===== config.mk =====
export PLATFORM = sky130hd
export DESIGN_NAME = ysyx_24100012_mem_arbiter
export DESIGN_NICKNAME = d
export VERILOG_FILES = /design/src/rtl/ysyx_24100012_mem_arbiter.sv
export SDC_FILE = /design/constraint.sdc
export NUM_CORES = 1
export LEC_CHECK = 0
export ABC_CLOCK_PERIOD_IN_PS = 2930
export CAP_MARGIN = 40
export CORE_UTILIZATION = 43
export DETAILED_ROUTE_END_ITERATION = 6
export MAX_ROUTING_LAYER = met4
export PLACE_DENSITY_LB_ADDON = 0.15
export SETUP_SLACK_MARGIN = 0.5
export SYNTH_ARGS = -nofsm -noshare
export SYNTH_HDL_FRONTEND = slang
export SYNTH_SLANG_ARGS = --single-unit

===== constraint.sdc =====
create_clock -name clk -period 2.93 [get_ports clk]
set_input_delay 0.7325 -clock clk [delete_from_list [all_inputs] [get_ports clk]]
set_output_delay 0.7325 -clock clk [all_outputs]
set_load 0.02 [all_outputs]

===== src/rtl/ysyx_24100012_mem_arbiter.sv =====
// ysyx_24100012_mem_arbiter: shares one memory port between the IFU and the LSU.
// One transaction is in flight at a time: IDLE (arbitrate) -> REQ (present to
// memory) -> WAIT (await response, guarded by a watchdog) -> IDLE.
// Optional build macro ARB_ROUND_ROBIN_EN: round-robin on contention instead of
// fixed LSU priority.
module ysyx_24100012_mem_arbiter #(
    parameter int ADDR_WIDTH     = 32,
    parameter int DATA_WIDTH     = 32,
    parameter int TIMEOUT_CYCLES = 255
) (
    input  logic                    clk,
    input  logic                    rst,
    input  logic                    ifu_req_valid,
    output logic                    ifu_req_ready,
    input  logic [ADDR_WIDTH-1:0]   ifu_addr,
    output logic                    ifu_rsp_valid,
    output logic [DATA_WIDTH-1:0]   ifu_rdata,
    input  logic                    lsu_req_valid,
    output logic                    lsu_req_ready,
    input  logic [ADDR_WIDTH-1:0]   lsu_addr,
    input  logic                    lsu_wen,
    input  logic [DATA_WIDTH-1:0]   lsu_wdata,
    input  logic [DATA_WIDTH/8-1:0] lsu_wmask,
    output logic                    lsu_rsp_valid,
    output logic [DATA_WIDTH-1:0]   lsu_rdata,
    output logic                    mem_req_valid,
    input  logic                    mem_req_ready,
    output logic [ADDR_WIDTH-1:0]   mem_addr,
    output logic                    mem_wen,
    output logic [DATA_WIDTH-1:0]   mem_wdata,
    output logic [DATA_WIDTH/8-1:0] mem_wmask,
    input  logic                    mem_rsp_valid,
    input  logic [DATA_WIDTH-1:0]   mem_rdata,
    output logic                    rsp_err,
    output logic                    busy
);
    localparam int MW = DATA_WIDTH / 8;
    localparam int CW = $clog2(TIMEOUT_CYCLES + 1);

    typedef enum logic [1:0] {S_IDLE, S_REQ, S_WAIT} state_t;

    state_t                state_q;
    logic                  owner_lsu_q;   // 0 = IFU, 1 = LSU
    logic [ADDR_WIDTH-1:0] addr_q;
    logic                  wen_q;
    logic [DATA_WIDTH-1:0] wdata_q;
    logic [MW-1:0]         wmask_q;
    logic [CW-1:0]         cnt_q;
    logic                  ifu_rsp_valid_q, lsu_rsp_valid_q, rsp_err_q;
    logic [DATA_WIDTH-1:0] ifu_rdata_q, lsu_rdata_q;
`ifdef ARB_ROUND_ROBIN_EN
    logic                  rr_lsu_q;      // 1 = LSU wins the next contention
`endif

    logic                  gnt_ifu, gnt_lsu;
    logic                  rsp_fire, tmo_fire;
    logic [DATA_WIDTH-1:0] rdata_d;

    // Grant decode: only in IDLE and never while reset is held.
    always_comb begin
        gnt_ifu = 1'b0;
        gnt_lsu = 1'b0;
        if (state_q == S_IDLE && !rst) begin
`ifdef ARB_ROUND_ROBIN_EN
            if (ifu_req_valid && lsu_req_valid) begin
                gnt_lsu = rr_lsu_q;
                gnt_ifu = !rr_lsu_q;
            end else begin
                gnt_lsu = lsu_req_valid;
                gnt_ifu = ifu_req_valid;
            end
`else
            gnt_lsu = lsu_req_valid;
            gnt_ifu = ifu_req_valid && !lsu_req_valid;
`endif
        end
    end

    // Completion decode: a real response beats the watchdog in the same cycle.
    always_comb begin
        rsp_fire = ((state_q == S_REQ) && mem_req_ready && mem_rsp_valid) ||
                   ((state_q == S_WAIT) && mem_rsp_valid);
        tmo_fire = (state_q == S_WAIT) && !mem_rsp_valid &&
                   (cnt_q == CW'(TIMEOUT_CYCLES - 1));
        rdata_d  = '0;
        if (rsp_fire && !(owner_lsu_q && wen_q))
            rdata_d = mem_rdata;
    end

    // Main FSM with registered request fields and response outputs.
    always_ff @(posedge clk) begin
        if (rst) begin
            state_q         <= S_IDLE;
            owner_lsu_q     <= 1'b0;
            addr_q          <= '0;
            wen_q           <= 1'b0;
            wdata_q         <= '0;
            wmask_q         <= '0;
            cnt_q           <= '0;
            ifu_rsp_valid_q <= 1'b0;
            lsu_rsp_valid_q <= 1'b0;
            rsp_err_q       <= 1'b0;
            ifu_rdata_q     <= '0;
            lsu_rdata_q     <= '0;
`ifdef ARB_ROUND_ROBIN_EN
            rr_lsu_q        <= 1'b1;
`endif
        end else begin
            ifu_rsp_valid_q <= 1'b0;
            lsu_rsp_valid_q <= 1'b0;
            rsp_err_q       <= 1'b0;
            case (state_q)
                S_IDLE: begin
                    if (gnt_ifu || gnt_lsu) begin
                        owner_lsu_q <= gnt_lsu;
                        addr_q      <= gnt_lsu ? lsu_addr : ifu_addr;
                        wen_q       <= gnt_lsu && lsu_wen;
                        wdata_q     <= gnt_lsu ? lsu_wdata : '0;
                        wmask_q     <= gnt_lsu ? lsu_wmask : '0;
`ifdef ARB_ROUND_ROBIN_EN
                        rr_lsu_q    <= gnt_ifu;
`endif
                        state_q     <= S_REQ;
                    end
                end
                S_REQ: begin
                    if (mem_req_ready) begin
                        cnt_q   <= '0;
                        state_q <= mem_rsp_valid ? S_IDLE : S_WAIT;
                    end
                end
                S_WAIT: begin
                    if (rsp_fire || tmo_fire)
                        state_q <= S_IDLE;
                    else
                        cnt_q <= cnt_q + CW'(1);
                end
                default: state_q <= S_IDLE;
            endcase
            if (rsp_fire || tmo_fire) begin
                rsp_err_q <= tmo_fire;
                if (owner_lsu_q) begin
                    lsu_rsp_valid_q <= 1'b1;
                    lsu_rdata_q     <= rdata_d;
                end else begin
                    ifu_rsp_valid_q <= 1'b1;
                    ifu_rdata_q     <= rdata_d;
                end
            end
        end
    end

    assign ifu_req_ready = gnt_ifu;
    assign lsu_req_ready = gnt_lsu;
    assign ifu_rsp_valid = ifu_rsp_valid_q;
    assign lsu_rsp_valid = lsu_rsp_valid_q;
    assign ifu_rdata     = ifu_rdata_q;
    assign lsu_rdata     = lsu_rdata_q;
    assign rsp_err       = rsp_err_q;
    assign mem_req_valid = (state_q == S_REQ);
    assign mem_addr      = addr_q;
    assign mem_wen       = wen_q;
    assign mem_wdata     = wdata_q;
    assign mem_wmask     = wmask_q;
    assign busy          = (state_q != S_IDLE);

endmodule

# Yosys cells after proc, flatten, opt, wreduce, memory -nomap -nowiden
# Index checks and enable logic that the tools add are counted.
dict set report totals {
  reg_bits 147
  inputBits 139
  elab_cells 64
}
dict set report classes {
  n_addsub 1
  eq_ne 7
  n_mux 16
  bitwise_logic 2
  n_reduce_logical 26
}
# op n
set ops {}
lappend ops {{two-way mux 32 bit} 3}
lappend ops {{two-way mux 8 bit} 2}
lappend ops {{case mux 8 bit (2 select lines)} 1}
lappend ops {{logical AND 1 bit} 10}
lappend ops {{adder 8 x 1 -> 8 bit, second input constant} 1}
lappend ops {{equality test 8 bit, second input constant} 1}
lappend ops {{two-way mux 2 bit} 4}
lappend ops {{inequality test 2 x 1 -> 1 bit, second input constant} 3}
lappend ops {{case mux 2 bit (3 select lines)} 1}
lappend ops {{AND reduction 2 bit} 3}
lappend ops {{AND reduction 3 bit} 2}
lappend ops {{zero test 1 bit} 4}
lappend ops {{two-way mux 1 bit} 4}
lappend ops {{two-way mux 4 bit} 1}
lappend ops {{nonzero test 2 bit} 2}
lappend ops {{logical OR 1 bit} 3}
lappend ops {{equality test 2 x 1 -> 1 bit, second input constant} 1}
lappend ops {{equality test 2 bit, second input constant} 1}
lappend ops {{zero test 2 bit} 1}
lappend ops {{inequality test 2 bit, second input constant} 1}
lappend ops {{inverter 1 bit} 2}
lappend ops {{OR reduction 2 bit} 1}

# Longest topological paths before layout
# Gate-level depths: netlist of the first run.
dict set report depth {
  ltp_word 7
  mapped_depth 7
  depth_no_buf 6
}

# Worst setup path after synthesis of the first run
# Ideal clock, no wire load.
dict set report synth_timing {
  kind {input -> output}
  from {in rst}
  to {out lsu_req_ready}
  arrival_ps 1401
  t_required_ps 2197
  slack_ps 796
  stages 4
  path_buffers 2
  path_cell_list {nor3_2 -> and2_1 -> buf_6 -> buf_2}
}
dict set report synth_via {
  elab_chain_cells 3
}
# item line_no
set synth_rtl {}
lappend synth_rtl {{from (decl)} 12} ;# input logic rst,
lappend synth_rtl {{zero test 1 bit} 63} ;# if (state_q == S_IDLE && !rst) begin
lappend synth_rtl {{logical AND 1 bit} 63}
lappend synth_rtl {{two-way mux 1 bit} 63}
lappend synth_rtl {{to (decl)} 19} ;# output logic lsu_req_ready,
# No other way between the ends.

# Worst setup path in the final report of the first run
dict set report layout_timing {
  from {in lsu_req_valid}
  to {out lsu_req_ready}
}
dict set report layout_via {
  elab_chain_cells 1
}
# item line_no
set layout_rtl {}
lappend layout_rtl {{from (decl)} 18} ;# input logic lsu_req_valid,
lappend layout_rtl {{two-way mux 1 bit} 63}
# No other way between the ends.

==> results of run 1 <==
[power groups by stage]
stage / Sequential [mW] / Clock, mW / Combinational (mW)
final: 2.14 / 2.11 / 0.810
after detailed placement: 2.18 / 0 / 0.811
after CTS: 2.14 / 2.16 / 0.817
after global routing: 2.15 / 2.26 / 0.861
after floorplan: 2.28 / 0 / 0.279
after global placement: 2.18 / 0 / 0.797
[layout by cell type (no fill, tap or decap), types with 3 or more instances in the layout]
master           synthesis  final
clkbuf_16                0     17
nand2b_1                 5      5
buf_4                    3     13
or3_1                    3      3
a211oi_1                34     34
a21oi_1                  7      7
nand2_1                  3      3
nand3_1                  7      7
inv_1                    4      4
dfxtp_1                147    145
clkdlybuf4s50_1          0    274
nor2_1                  74     73
a22o_1                  56     56
o211ai_1                 3      3
a22oi_1                 38     38
clkinvlp_4               0      3
mux2i_1                 32     32
a22o_2                   8      8
[path summary, 6_finish.rpt]
path                        end  slack [ns]
setup / recovery  lsu_req_ready        0.62
hold / removal     ifu_rdata[1]        0.47
setup reg to reg  lsu_rdata[19]        1.04
hold reg to reg    ifu_rdata[1]        0.47
[Yosys cell counts, types with 2 or more instances]
master    count
dfxtp_1     147
nor2_1       74
a22o_1       56
a22oi_1      38
a211oi_1     34
mux2i_1      32
clkbuf_1     14
buf_2        12
buf_6         9
a22o_2        8
a21oi_1       7
nand3_1       7
nand2b_1      5
inv_1         4
buf_4         3
buf_8         3
nand2_1       3
o211ai_1      3
or3_1         3
a31oi_1       2
ha_1          2
nor3_2        2
o31ai_4       2
or2_2         2
[metrics by stage]
step / utilization [%] / instances / area (µm²) / hold slack, ns / worst slack (ns)
after CTS: 73.2 / 949 / 8900 / 0.476 / 0.446
after global placement: 68.2 / 916 / 8300 / 0.455 / 0.0375
final: 73.1 / 949 / 8900 / 0.469 / 0.622
after detailed placement: 68.4 / 917 / 8310 / 0.453 / 0.179
after global routing: 73.1 / 949 / 8900 / 0.481 / 0.540
after floorplan: - / 496 / 5450 / 0.478 / 0.796
[area by class of cell]
cell class	instances	area share, %
Sequential cell	147	33.1
Timing Repair Buffer	294	32.8
Multi-Input combinational cell	304	24.9
Clock buffer	21	5.18
Tap cell	168	2.36
Clock inverter	11	1.43
Inverter	4	0.169
[kinds of logic after synthesis]
family	Yosys count	synth area share (%)
buffers and inverters	45	5.44
adders and majority gates	2	0.459
muxes	32	5.88
AOI/OAI and AO/OA	157	23.7
DFF	147	54.0
and+or+nand+nor	112	10.3
xor gates and xnor gates	1	0.161
[state kept, by name, summed over array words and instances (netlist names)]
signal         count
cnt_q              8
ifu_rdata         32
ifu_rsp_valid      1
lsu_rdata         32
lsu_rsp_valid      1
mem_addr          32
mem_wdata         32
mem_wen            1
mem_wmask          4
owner_lsu_q        1
rsp_err            1
state_q            2
[per-layer routing]
metal | vias up | track usage, %
met4 | 0 | 10.5
met5 | - | -
met3 | 20 | 6.99
li1 | 2393 | -
met1 | 2386 | 27.1
met2 | 205 | 41.7
[timing repair]
item | 4_1_cts | 5_1_grt
resized for setup | 6 | 4
setup endpoints to repair | 4 | 3
hold endpoints to repair | 0 | 0
==> impl_metrics.env, run 1 <==
export IMPL_status="finished clean"
export IMPL_drt_pass1_iter_count=5
export IMPL_fin_skew_ns=0.00725
export IMPL_fmax_mhz=433
export IMPL_register_area_mm2=0.00295
export IMPL_overflow=0
export IMPL_pin_count=279
export IMPL_wl_met1_um=6170
export IMPL_cts_made_buffers=17
export IMPL_critPathBufInv=2
export IMPL_cp_end_kind="primary output"
export IMPL_synth_edf_count=0
export IMPL_diodes=0
export IMPL_vias_per_cell=5.27
export IMPL_worstSetupPathType="in2out"
export IMPL_tightestPinTransition_ns=0.680
export IMPL_ys_ff_latch=147
export IMPL_ir_drop_mv=0.385
export IMPL_num_vias=5004
export IMPL_syn_area_mm2=0.00545
export IMPL_insertion_delay_ns=0.41
export IMPL_grtUsageTotal_pct=24.6
export IMPL_synth_cell_types=48
export IMPL_cts_tree="done"
export IMPL_min_period_ns=2.31
export IMPL_hp_class="reg2reg"
export IMPL_dr_max_layer_used="met4"
export IMPL_startpoint_type="input pin"
export IMPL_grt_start_max_net_pins=70
export IMPL_start_util_pct=44.8
export IMPL_h_tree_depth=4
export IMPL_syn2layout_area_growth_pct=63.3
export IMPL_switchingPower_mw=1.24
export IMPL_cp_startpoint="lsu_req_valid"
export IMPL_post_cts_buffers=0
export IMPL_drive_gt1_share_pct=9.99
export IMPL_slew_viol_final=0
export IMPL_path_depth=3
export IMPL_nFillCells=897
export IMPL_synth_top_area_share_pct=54.0
export IMPL_antenna_found_initial=0
export IMPL_nets=909
export IMPL_wl_met3_um=1120
export IMPL_worstReg2RegStart="state_q[0]"
export IMPL_critical_path_max_stage_delay_ns=0.49
export IMPL_yosysSeqAreaShare_pct=54.0
export IMPL_path_clk_slew_ns=0.06
export IMPL_powerDensity_mw_per_mm2=569
export IMPL_period_share_pct=78.8
export IMPL_synthArstFlopShare_pct=0
export IMPL_fp_dieArea_mm2=0.0131
export IMPL_clockRootBuffer="clkbuf_16"
export IMPL_synth_top_area_cell="dfxtp_1"
export IMPL_final_hold_violation_count=0
export IMPL_rsz0062_at_grt="false"
export IMPL_wl_met2_um=8050
export IMPL_crit_family="buffers and inverters"
export IMPL_multi_input_area_mm2=0.00222
export IMPL_postRouteAntennaNets=0
export IMPL_syn_avg_cell_area_um2=11.0
export IMPL_clock_sinks=147
export IMPL_combPwrFrac_pct=16.0
export IMPL_die_height_um=115
export IMPL_rows=40
export IMPL_drt_iter0_drc=357
export IMPL_hold_path_depth=1
export IMPL_port_buffers=278
export IMPL_gp_congestion=0.770
export IMPL_totalWireLength_um=15600
export IMPL_cpMaxStageDelayCell="clkdlybuf4s50_1"
export IMPL_hpwlAfterDp_um=10900
export IMPL_crit_fanout=3
export IMPL_fin_setup_tns_ns=0
export IMPL_grt_pass1_wl_um=24400
export IMPL_hp_start="ifu_rdata[1]"
export IMPL_synthFlopType="dfxtp_1"
export IMPL_syn_instance_count=496
export IMPL_pwr_share_seq_pct=42.3
export IMPL_hold_buffers=0
export IMPL_die_x_um=115
export IMPL_p_int_mw=3.83
export IMPL_r2r_cells=6
export IMPL_synthTopCellsByArea="dfxtp_1, a22o_1, mux2i_1, a22oi_1, nor2_1"
export IMPL_p_clk_share_pct=41.7
export IMPL_leakage_nw=3.30
export IMPL_core_area_mm2=0.0122
export IMPL_ys_warn_count=0
export IMPL_crit_path_cell_trace="clkdlybuf4s50_1 > and2_2 > clkbuf_2"
export IMPL_setup_viol=0
export IMPL_maxCapViolations=0
export IMPL_grt_pass1_vias=4936
export IMPL_p_sw_share_pct=24.5
export IMPL_critPathArrivalTime_ns=1.58
export IMPL_routedWlPerCell_um=16.5
export IMPL_cts_buffer_depth=2
export IMPL_relSlewSlack_pct=54.7
export IMPL_syn_nets=637
export IMPL_drcViolationCount=0
export IMPL_fin_total_pwr_mw=5.07
export IMPL_critPathRequiredTime_ns=2.20
(Power assumes the default switching activity.)
==> run 2: changes to the inputs <==
- ABC_CLOCK_PERIOD_IN_PS: 2930 -> 2400
- CORE_UTILIZATION: 43 -> 40
- clock period: 2.93 -> 2.4 ns (I/O delays scaled with it)
==> run 2 against run 1 <==
Power rose by 26%. Register-to-register slack got worse by 0.41 ns. Wire length rose by 1.6%. First-iteration DRC count fell by 36%. Worst hold slack barely moved. Non-clock buffer count rose by 5. Worst setup slack got worse by 0.15 ns. Count of clock-buffer cells in the layout rose by 3. Sequential share of layout area fell by 0.19 points. Die area rose by 7.4%. Core utilization fell by 5.5 points.
==> impl_metrics.env, run 2 (synthesis results as in run 1) <==
export IMPL_path_common_cell="buf_6"
export IMPL_num_vias=4987
export IMPL_start_util_pct=41.1
export IMPL_crit_path_cell_trace="nor3_4 > buf_6 > and2_4 > buf_6"
export IMPL_dp_cells=925
export IMPL_nets=914
export IMPL_fin_total_pwr_mw=6.40
export IMPL_clock_sinks=147
export IMPL_drt_pass1_iter_count=4
export IMPL_final_hold_violation_count=0
export IMPL_slew_viol_final=0
export IMPL_critPathBufInv=2
export IMPL_cts_buffer_depth=2
export IMPL_relSlewSlack_pct=60.6
export IMPL_grt_pass1_wl_um=24300
export IMPL_die_x_um=119
export IMPL_setup_viol=0
export IMPL_hpwlAfterDp_um=10700
export IMPL_drive_gt1_share_pct=10.8
export IMPL_crit_family="flip-flops"
export IMPL_place_area_mm2=0.00838
export IMPL_cts_made_buffers=17
export IMPL_path_clk_slew_ns=0.06
export IMPL_worstSetupPathType="reg2out"
export IMPL_hold_buffers=0
export IMPL_final_cell_mix="dfxtp_1, dlygate4sd2_1, clkdlybuf4s50_1"
export IMPL_pin_count=279
export IMPL_hp_class="reg2reg"
export IMPL_critPathRequiredTime_ns=1.80
export IMPL_critical_path_max_stage_delay_ns=0.36
export IMPL_h_tree_depth=4
export IMPL_grtUsageTotal_pct=22.5
export IMPL_fin_ws_ns=0.467
export IMPL_fin_setup_tns_ns=0
export IMPL_grt_start_max_net_pins=65
export IMPL_crit_fanout=4
export IMPL_port_buffers=278
export IMPL_maxCapViolations=0
export IMPL_gp_congestion=0.770
export IMPL_clockRootBuffer="clkbuf_16"
export IMPL_ir_drop_mv=0.398
export IMPL_period_share_pct=80.5
export IMPL_layout_commonest_cell="dfxtp_1"
export IMPL_totalWireLength_um=15900
export IMPL_grt_pass1_vias=4910
export IMPL_cts_tree="done"
export IMPL_min_period_ns=1.93
export IMPL_status="finished clean"
export IMPL_place_ws_ns=-0.0437
export IMPL_critPathArrivalTime_ns=1.33
export IMPL_utilization_pct=67.7
export IMPL_fin_hold_ws_ns=0.469
export IMPL_tightestPinTransition_ns=0.591
export IMPL_leakage_nw=3.99
export IMPL_cp_end_kind="primary output"
export IMPL_rows=42
export IMPL_fmax_mhz=517
export IMPL_overflow=0
export IMPL_rsz0062_at_grt="true"
export IMPL_powerDensity_mw_per_mm2=714
export IMPL_postRouteAntennaNets=0
export IMPL_die_height_um=119
export IMPL_diodes=0
export IMPL_cpMaxStageDelayCell="dfxtp_4"
export IMPL_syn2layout_area_growth_pct=64.5
export IMPL_core_area_mm2=0.0132
export IMPL_routedWlPerCell_um=16.5
export IMPL_fp_dieArea_mm2=0.0141
export IMPL_drcViolationCount=0
export IMPL_antenna_found_initial=0
export IMPL_fin_skew_ns=0.00517
export IMPL_startpoint_type="flop"
export IMPL_drt_iter0_drc=229
export IMPL_vias_per_cell=5.19
export IMPL_insertion_delay_ns=0.41
export IMPL_finalNonFillerCells=961
export IMPL_design_area_mm2=0.00896
==> run 2: changes by cell type in the layout (fill, tap and decap cells not counted), moves of 3 or more <==
cell             change
clkbuf_8             +3
buf_12               +4
buf_6                +3
dlygate4sd2_1      +137
clkdlybuf4s50_1    -140
==> run 2: final timing paths <==
path | cells past startpoint | endpoint | startpoint | slack, ns
worst max register to register | 7 | mem_addr[11] | state_q[0] | 0.63
worst max-delay path | 4 | lsu_req_ready | state_q[0] | 0.47
worst min register to register | 1 | lsu_rdata[10] | lsu_rdata[10] | 0.47
worst min-delay path | 1 | lsu_rdata[10] | lsu_rdata[10] | 0.47
==> run 2: where the power goes <==
part / internal (mW) / switching (mW) / total [mW]
Clock: 1.88 / 0.961 / 2.84
Sequential: 2.55 / 0.0573 / 2.61
Combinational: 0.485 / 0.471 / 0.956
==> run 2: worst reg2reg max path, delay by kind of cell (launching register included) <==
kind                   cells  cell delay [ns]
AND/OR/NAND/NOR            2             0.34
buffers and inverters      3             0.57
AO/OA/AOI/OAI              1             0.11
flip-flops                 1             0.36
multiplexers               1             0.27
==> run 2: area by class of cell <==
class	instances	area, µm²
fill	1080	4280
sequential	147	2950
timing repair buffer	299	2900
multi-input combinational	304	2230
clock buffer	24	502
tap	176	220
clock inverter	7	144
inverter	4	15.0
==> run 2: per-layer routing <==
metal	wire [µm]	vias up	global-route usage, %	share of wire, %
met3	988	28	6.13	6.2
met5	0	-	-	0
met2	7940	218	38.1	50
li1	-	2390	-	-
met1	6550	2351	24.8	41
met4	393	0	9.65	2.5
==> run 2: timing repair <==
item                       4_1_cts  5_1_grt
buffers inserted                 2        1
gates cloned                     0        2
gates resized for setup        163        4
pin swaps                        1        1
setup endpoints to repair      144       92
==> run 3: changes to the inputs <==
- ABC_CLOCK_PERIOD_IN_PS: 2400 -> 1800
- clock period: 2.4 -> 1.8 ns (I/O delays scaled with it)
==> run 3 against run 2 <==
The run now ends with setup timing left. First-iteration DRC count grew 32%. Flip-flop and latch count is the same. Worst setup slack lost 0.47 ns. Clock skew grew 0.0046 ns. Non-clock buffer count grew 68. Global-route usage grew 5.0 points. Sequential share of layout area shrank 3.3 points.
==> impl_metrics.env, run 3 (synthesis results as in run 1) <==
export IMPL_slew_viol_final=0
export IMPL_core_area_mm2=0.0132
export IMPL_switchingPower_mw=2.23
export IMPL_dp_cells=938
export IMPL_hp_start="lsu_rdata[18]"
export IMPL_path_clk_slew_ns=0.06
export IMPL_powerDensity_mw_per_mm2=840
export IMPL_ff2ff_setup_slack_ns=0.01
export IMPL_gp_congestion=0.820
export IMPL_postRouteAntennaNets=0
export IMPL_final_cell_mix="buf_6, dfxtp_2, clkdlybuf4s50_1"
export IMPL_startpoint_type="flop"
export IMPL_drive_gt1_share_pct=54.0
export IMPL_die_height_um=119
export IMPL_tightestPinTransition_ns=0.554
export IMPL_grtUsageTotal_pct=27.5
export IMPL_crit_family="simple AND/OR/NAND/NOR gates"
export IMPL_syn2layout_area_growth_pct=93.7
export IMPL_port_buffers=278
export IMPL_totalWireLength_um=20100
export IMPL_hpwlAfterDp_um=11400
export IMPL_layout_commonest_cell="buf_6"
export IMPL_violations="setup timing"
export IMPL_worstSetupPathType="reg2out"
export IMPL_cpMaxStageDelayCell="dfxtp_2"
export IMPL_vias_per_cell=5.31
export IMPL_critPathArrivalTime_ns=1.35
export IMPL_h_tree_depth=4
export IMPL_maxCapViolations=0
export IMPL_hold_buffers=0
export IMPL_cts_tree="done"
export IMPL_grt_pass1_wl_um=29000
export IMPL_clockRootBuffer="clkbuf_16"
export IMPL_finalNonFillerCells=1030
export IMPL_crit_fanout=3
export IMPL_relSlewSlack_pct=63.0
export IMPL_rsz0062_at_grt="true"
export IMPL_p_sw_share_pct=25.2
export IMPL_final_hold_violation_count=0
export IMPL_nFillCells=768
export IMPL_rows=42
export IMPL_p_clk_share_pct=40.2
export IMPL_routedWlPerCell_um=19.5
export IMPL_worstReg2RegStart="cnt_q[1]"
export IMPL_grt_start_max_net_pins=46
export IMPL_cts_made_buffers=17
export IMPL_fp_dieArea_mm2=0.0141
export IMPL_drt_iter0_drc=303
export IMPL_pin_count=279
export IMPL_fin_ws_ns=-0.00127
export IMPL_num_vias=5466
export IMPL_die_x_um=119
export IMPL_clock_sinks=147
export IMPL_drt_pass1_iter_count=4
export IMPL_nets=982
export IMPL_status="complete, but fails checks"
export IMPL_diodes=0
export IMPL_ir_drop_mv=0.834
export IMPL_overflow=0
export IMPL_p_int_mw=6.63
export IMPL_pwr_share_seq_pct=40.0
export IMPL_combPwrFrac_pct=19.8
export IMPL_insertion_delay_ns=0.43
export IMPL_grt_pass1_vias=5670
export IMPL_cp_startpoint="state_q[0]"
export IMPL_fin_hold_ws_ns=0.476
export IMPL_leakage_nw=4.35
export IMPL_hp_class="reg2reg"
export IMPL_fmax_mhz=555
export IMPL_setup_viol=1
export IMPL_critPathBufInv=1
export IMPL_period_share_pct=100
export IMPL_drcViolationCount=0
export IMPL_cp_end_kind="primary output"
export IMPL_critPathRequiredTime_ns=1.35
export IMPL_critical_path_max_stage_delay_ns=0.34
export IMPL_min_period_ns=1.80
export IMPL_cts_buffer_depth=2
export IMPL_start_util_pct=41.1
export IMPL_crit_path_cell_trace="nor3_4 > and3b_2 > buf_6"
export IMPL_antenna_found_initial=0
export IMPL_fin_skew_ns=0.00977
## run 3: changes by cell type in the layout (fill, tap and decap cells not counted), moves of 10 or more
cell	previous run	this run
dfxtp_1	145	4
buf_4	11	52
buf_6	3	151
dlygate4sd2_1	138	2
dfxtp_2	0	141
mux2i_1	32	22
## run 3: power groups by stage
stage               registers, mW  clock network, mW  logic, mW
detailed placement           3.55                  0       1.38
floorplan                    3.72                  0      0.462
finish                       3.54               3.57       1.76
CTS                          3.54               3.58       1.63
global route                 3.56               3.76       1.84
global placement             3.55                  0       1.36
## run 3: per-layer routing
metal | track usage (%) | share of wire [%] | vias up
li1 | - | - | 2544
met1 | 30.4 | 38 | 2629
met2 | 46.3 | 52 | 252
met3 | 7.87 | 7.1 | 41
met4 | 11.2 | 2.8 | 0
met5 | - | 0 | -
## run 3: final timing paths
path | end | cells after the start
worst max register to register | lsu_rdata[31] | 7
worst max-delay path | ifu_req_ready | 3
worst min-delay path | lsu_rdata[18] | 1
worst min register to register | lsu_rdata[18] | 1
## run 3: area by class of cell
cell class / instances / area (µm²) / area share (%)
well taps: 176 / 220 / 2.09
multi-input cells: 304 / 2500 / 23.7
repair buffers: 367 / 4110 / 38.9
inverters: 4 / 17.5 / 0.166
clock buffers: 21 / 450 / 4.27
flip-flops and latches: 147 / 3130 / 29.6
clock inverters: 11 / 135 / 1.28
## run 3: through the flow
step	total power, mW	TNS (ns)	worst slack [ns]	util (%)	area [µm²]
detailed placement	4.93	-24.84	-0.404	64.3	8510
CTS	8.74	-0.0229	-0.0229	76.7	10200
global route	9.16	-0.588	-0.0659	79.7	10600
floorplan	4.18	0	0.227	-	5500
finish	8.86	-0.00127	-0.00127	79.7	10600
global placement	4.91	-23.90	-0.402	64.3	8510
## run 3: what timing repair did
item,4_1_cts,5_1_grt
gates cloned,10,6
pin swaps,20,34
setup buffers,28,16
setup endpoints to repair,285,286
resized for setup,1026,33
